`src/rtl/decoder_onehot_seq.sv`:
```
// decoder_onehot_seq: registered one-hot decoder with latch, pulse and scan modes.
// Ports: clk, rst (async, active high); in_valid/in_ready request handshake;
//   Input (low SEL_BITS bits = sel, the rest ignored); mode 00 latch, 01 pulse,
//   10 scan, 11 latch; dis synchronous abort; Output one-hot or zero;
//   out_valid high exactly when Output is non-zero.
module decoder_onehot_seq #(
   parameter int    UUID     = 0,
   parameter string NAME     = "",
   parameter int    IN_WIDTH = 8,
   parameter int    SEL_BITS = 3
) (
   input  logic                       clk,
   input  logic                       rst,
   input  logic                       in_valid,
   output logic                       in_ready,
   input  logic [IN_WIDTH-1:0]        Input,
   input  logic [1:0]                 mode,
   input  logic                       dis,
   output logic [(1<<SEL_BITS)-1:0]   Output,
   output logic                       out_valid
);
   localparam int OUT_COUNT = 1 << SEL_BITS;
   localparam int    unused_uuid = UUID;
   localparam string unused_name = NAME;
   typedef enum logic [1:0] {IDLE, HOLD, PULSE, SCAN} state_t;
   state_t               state_q, state_d;
   logic [OUT_COUNT-1:0] out_d, sel_oh;
   logic                 accept, unused_in;
   assign unused_in = ^Input;
   // busy is exactly the SCAN state
   assign in_ready = state_q != SCAN;
   assign accept   = in_valid && in_ready && !dis;
   assign sel_oh   = OUT_COUNT'(1) << Input[SEL_BITS-1:0];
   always_comb begin
      state_d = state_q;
      out_d   = Output;
      if (dis) begin
         state_d = IDLE;
         out_d   = '0;
      end else if (accept) begin
         out_d   = sel_oh;
         state_d = mode == 2'b01 ? PULSE : mode == 2'b10 ? SCAN : HOLD;
      end else if (state_q == PULSE || (state_q == SCAN && Output[OUT_COUNT-1])) begin
         state_d = IDLE;
         out_d   = '0;
      end else if (state_q == SCAN) begin
         out_d   = Output << 1;
      end
   end
   always_ff @(posedge clk or posedge rst) begin
      if (rst) begin
         state_q   <= IDLE;
         Output    <= '0;
         out_valid <= 1'b0;
      end else begin
         state_q   <= state_d;
         Output    <= out_d;
         out_valid <= |out_d;
      end
   end
endmodule

```
`config.mk`:
```
export PLATFORM = sky130hd
export DESIGN_NAME = decoder_onehot_seq
export DESIGN_NICKNAME = d
export VERILOG_FILES = /design/src/rtl/decoder_onehot_seq.sv
export SDC_FILE = /design/constraint.sdc
export NUM_CORES = 1
export LEC_CHECK = 0
export ABC_AREA = 1
export CAP_MARGIN = 0
export CORE_MARGIN = 1.5
export CORE_UTILIZATION = 49
export CTS_BUF_LIST = sky130_fd_sc_hd__clkbuf_4
export CTS_CLUSTER_SIZE = 14
export DETAILED_ROUTE_END_ITERATION = 8
export PLACE_DENSITY_LB_ADDON = 0.1
export SYNTH_ARGS = -nofsm -noshare
export SYNTH_HDL_FRONTEND = slang
export SYNTH_SLANG_ARGS = --single-unit
```
`constraint.sdc`:
```
create_clock -name clk -period 2.3 [get_ports clk]
set_input_delay 0.345 -clock clk [delete_from_list [all_inputs] [get_ports clk]]
set_output_delay 0.345 -clock clk [all_outputs]
set_load 0.02 [all_outputs]
```
* Word level (Yosys, flattened, before mapping)
Cells that the tools add are included.
Word-level totals: register bits 11, bits in latches 0, memory bits (writable) 0, bits in read-only memories 0, input bits 14, output and inout bits 10, word-level logic and storage cells 25, memories 0
Operators by class: add/subtract/negate cells 0, multipliers 0, divide/modulo/power cells 0, $lt $le $gt $ge 0, equality and inequality tests 5, shift-type cells 1, mux-type cells 9, bitwise logic cells 0, reduce and logical (&&, ||, !) cells 7
Operators by type and width (number):
- $mux W8 | 4
- $mux W2 | 5
- $reduce_or A8 Y1 | 1
- $shl A1 B3 Y8 const A | 1
- $eq A2 B2 Y1 const B | 3
- $logic_and A1 B1 Y1 | 3
- $reduce_bool A3 Y1 | 1
- $eq A2 B1 Y1 const B | 1
- $ne A2 B2 Y1 const B | 1
- $logic_not A1 Y1 | 1
- $logic_or A1 B1 Y1 | 1

* Longest topological paths before layout
word-level depth 7, mapped depth 11, depth with buffers taken out 9

* Worst setup path after synthesis
Ideal clock, no wire load.
kind register -> register, start register state_q[0], end register out_valid, arrival time 1.127 ns, required time 2.181 ns, setup slack 1.055 ns, stages on the path, launching flop included 11, buffers on the path 2, clock period less this slack 1.245 ns, cells stage by stage dfrtp_1 -> buf_6 -> nand2_4 -> buf_12 -> nand3_4 -> inv_2 -> nand2_1 -> nand3_1 -> nand2_1 -> nor2_1 -> nand2_1
On the way: elaborated cells on any way between the ends 12, those cells by class eq/ne: 3; mux: 4; reduce/logical: 5
RTL lines:
- start, declared | line 26 | state_t state_q, state_d;
- start signal, assigned | line 56 | state_q <= state_d;
- $ne A2 B2 Y1 | line 31 | assign in_ready = state_q != SCAN;
- net in_ready | line 15 | output logic in_ready,
- $logic_and A1 B1 Y1 (2 in series) | line 32 | assign accept = in_valid && in_ready && !dis;
- $mux W8 | line 40 | end else if (accept) begin
- $mux W8 | line 37 | if (dis) begin
- $reduce_or A8 Y1 | line 58 | out_valid <= |out_d;
- end signal, assigned | line 58
- end, declared | line 20 | output logic out_valid
The timed path passes the listed nets, and every way through them passes these cells. A chain may end at the register's enable or synchronous reset.

* Worst setup path in the final report
start register state_q[1], end output port in_ready
On the way: cells in the longest elaborated chain, start to end 1
Ends and longest elaborated chain (line):
- $ne A2 B2 Y1 | 31
- end, declared | 15
No other way between the ends.

==> summary.txt <==
Outcome - complete, no violations
GRT overflow - 0
Clock Latency Late Sink - 0.27 ns
WL per Instance - 10.8 um
Setup TNS - 0 ns
Row cnt - 13
Post-synthesis cell type count - 16
Critical path startpoint category - flip-flop
CP Max Fanout - 11
CTS Sinks - 11
Vias in the first global route - 665
DRT Pass-1 Iters - 6
Fmax - 0.498 GHz
Cells after synthesis - 111
Synth Warn # - 0
Dpl hpwl - 1.21 mm
Pin count of the biggest net entering global routing - 12
Sequential fraction of the synthesis area - 36.7%
Vias - 734
Area Overhead vs Synth - 25.4%
Worst hold path class - input pin to asynchronous set/reset pin
Post-route clock period utilization - 87.2%
Initial antenna violation count - 0
Fin nets - 146
Top cell type by total area after synthesis - dfrtp_1
Leading post-synthesis cells by cell area - dfrtp_1 37%, nand2_1 20%, nand3_1 13%
Die Ht - 42.1 um
RSZ-0062 raised after global routing - no
Minimum clock period - 2.01 ns
FF+latch count, synth - 11
Crit Path Category - flip-flop to output pin
Skew final - 0.00486 ns
Slew headroom - 71.4%
CTS tree - done
Post-CTS sizing - 0
Total power - 0.491 mW
Worst Max-Slew Pin Slew - 0.428 ns
Root buffer cell - clkbuf_4
Number of hold buffers added after CTS - 0
# diodes - 0
Setup-failing EPs final - 0
Maxcap violations - 0
Mapped cell area - 749 um^2
RePlAce Congestion - 0.820
Final Hold Vio Count - 0
Syn avg cell area - 6.75 um^2
Syn nets - 126
First-pass GRT wire length - 2.80 mm
Pleak - 0.552 nW
I/O Buffers - 18
# Post-CTS Setup Buffers - 0
Num CTS Buffers - 3
Share of cells above drive strength 1 - 7.69%
Crit path DAT - 1.66 ns
Post-route antenna net violation count - 0
Die X-Extent - 42.1 um
Via density - 5.06
Post-Route WL - 1.56 mm
Number of remaining DRC errors - 0
CTS max path bufs - 2
Critical Path Sink Type - output pin
Initial Utilization - 54.9%
Max VDD drop - 455 uV
Total core area - 0.00137 mm^2
P per Cell Area - 522 mW/mm^2
# IOs - 24
Die ar. - 0.00177 mm^2
Starting DRT DRC Count - 17
Slew Limit Fails - 0
Share of the synthesized area in the top cell type - 36.7%
Clock transition at path regs - 0.07 ns
H-Tree Depth - 1
Req. time, crit path - 1.96 ns
Final hold slack - 0.362 ns
Total track usage - 20.7%
==> state kept, by name, indices dropped and copies added (netlist names) <==
| signal | flops |
|---|---|
| Output | 8 |
| state_q | 2 |
| out_valid | 1 |
==> synth_stat cells (all sizes together) <==
| library cell | count |
|---|---|
| a21oi | 5 |
| nand2 | 42 |
| dfrtp | 11 |
| nor2 | 4 |
| o21ai | 3 |
| nand3 | 21 |
| ha | 1 |
| inv | 21 |
| buf | 3 |
==> worst paths after layout <==
| path | startpoint | end | slack [ns] | cells past startpoint |
|---|---|---|---|---|
| min reg2reg | Output[0]$_DFF_PP0_ | Output[0]$_DFF_PP0_ | 0.69 | 4 |
| max in group asynchronous | rst | out_valid$_DFF_PP0_ | 1.64 | 2 |
| min | rst | Output[1]$_DFF_PP0_ | 0.36 | 2 |
| max reg2reg | state_q[1]$_DFFE_PP0P_ | out_valid$_DFF_PP0_ | 0.78 | 7 |
| max | state_q[1]$_DFFE_PP0P_ | in_ready | 0.29 | 2 |
| min in group clk | Output[0]$_DFF_PP0_ | Output[0]$_DFF_PP0_ | 0.69 | 4 |
==> cell usage in the layout (no fill, tap or decap) <==
master            n
nand2_1          40
nand3_1          20
inv_1            19
clkdlybuf4s50_1  18
dfrtp_1          11
a21oi_1           4
nor2_1            4
clkbuf_4          4
o21ai_0           3
inv_2             2
nand2_4           1
nand3_4           1
a21oi_2           1
nand2_2           1
ha_1              1
==> report_power, final <==
| group | internal [mW] | total [mW] | switching (mW) |
|---|---|---|---|
| clock | 0.0791 | 0.145 | 0.0655 |
| sequential | 0.207 | 0.221 | 0.0148 |
| combinational | 0.0544 | 0.125 | 0.0703 |
| total | 0.340 | 0.491 | 0.151 |
==> cell families after synthesis <==
kind of cell               Yosys count  share of synthesized area [%]
and+or+nand+nor                     67                           40.1
adders and majority gates            1                           1.67
DFF                                 11                           36.7
buffers and inverters               24                           15.7
AOI/OAI and AO/OA                    8                           5.84
==> stage by stage <==
step                worst slack (ns)  cell area, um^2  util (%)  cells
finish                         0.294              940      68.8    145
detailed placement             0.581              910      66.6    141
global route                   0.212              940      68.8    145
floorplan                       1.05              749         -    111
global placement               0.589              910      66.6    141
CTS                            0.274              940      68.8    145
==> worst max-delay path, cell delays in order (launching register included) <==
cell and delay, ns:
dfrtp_1 0.54, nand2_4 0.22, clkdlybuf4s50_1 0.63
==> layer usage <==
metal	routed length (um)	track usage, %
met1	707	26.8
met2	728	33.4
met3	99	2.59
met4	29	11.3
met5	0	0
==> final cells by class <==
type | instances | area [um^2]
clock buffer | 4 | 30.0
fill | 135 | 427
inverter | 21 | 78.8
multi-input combinational | 76 | 357
sequential | 11 | 275
tap | 15 | 18.8
timing repair buffer | 18 | 180
Note: power is estimated with default switching activity, not from simulation.
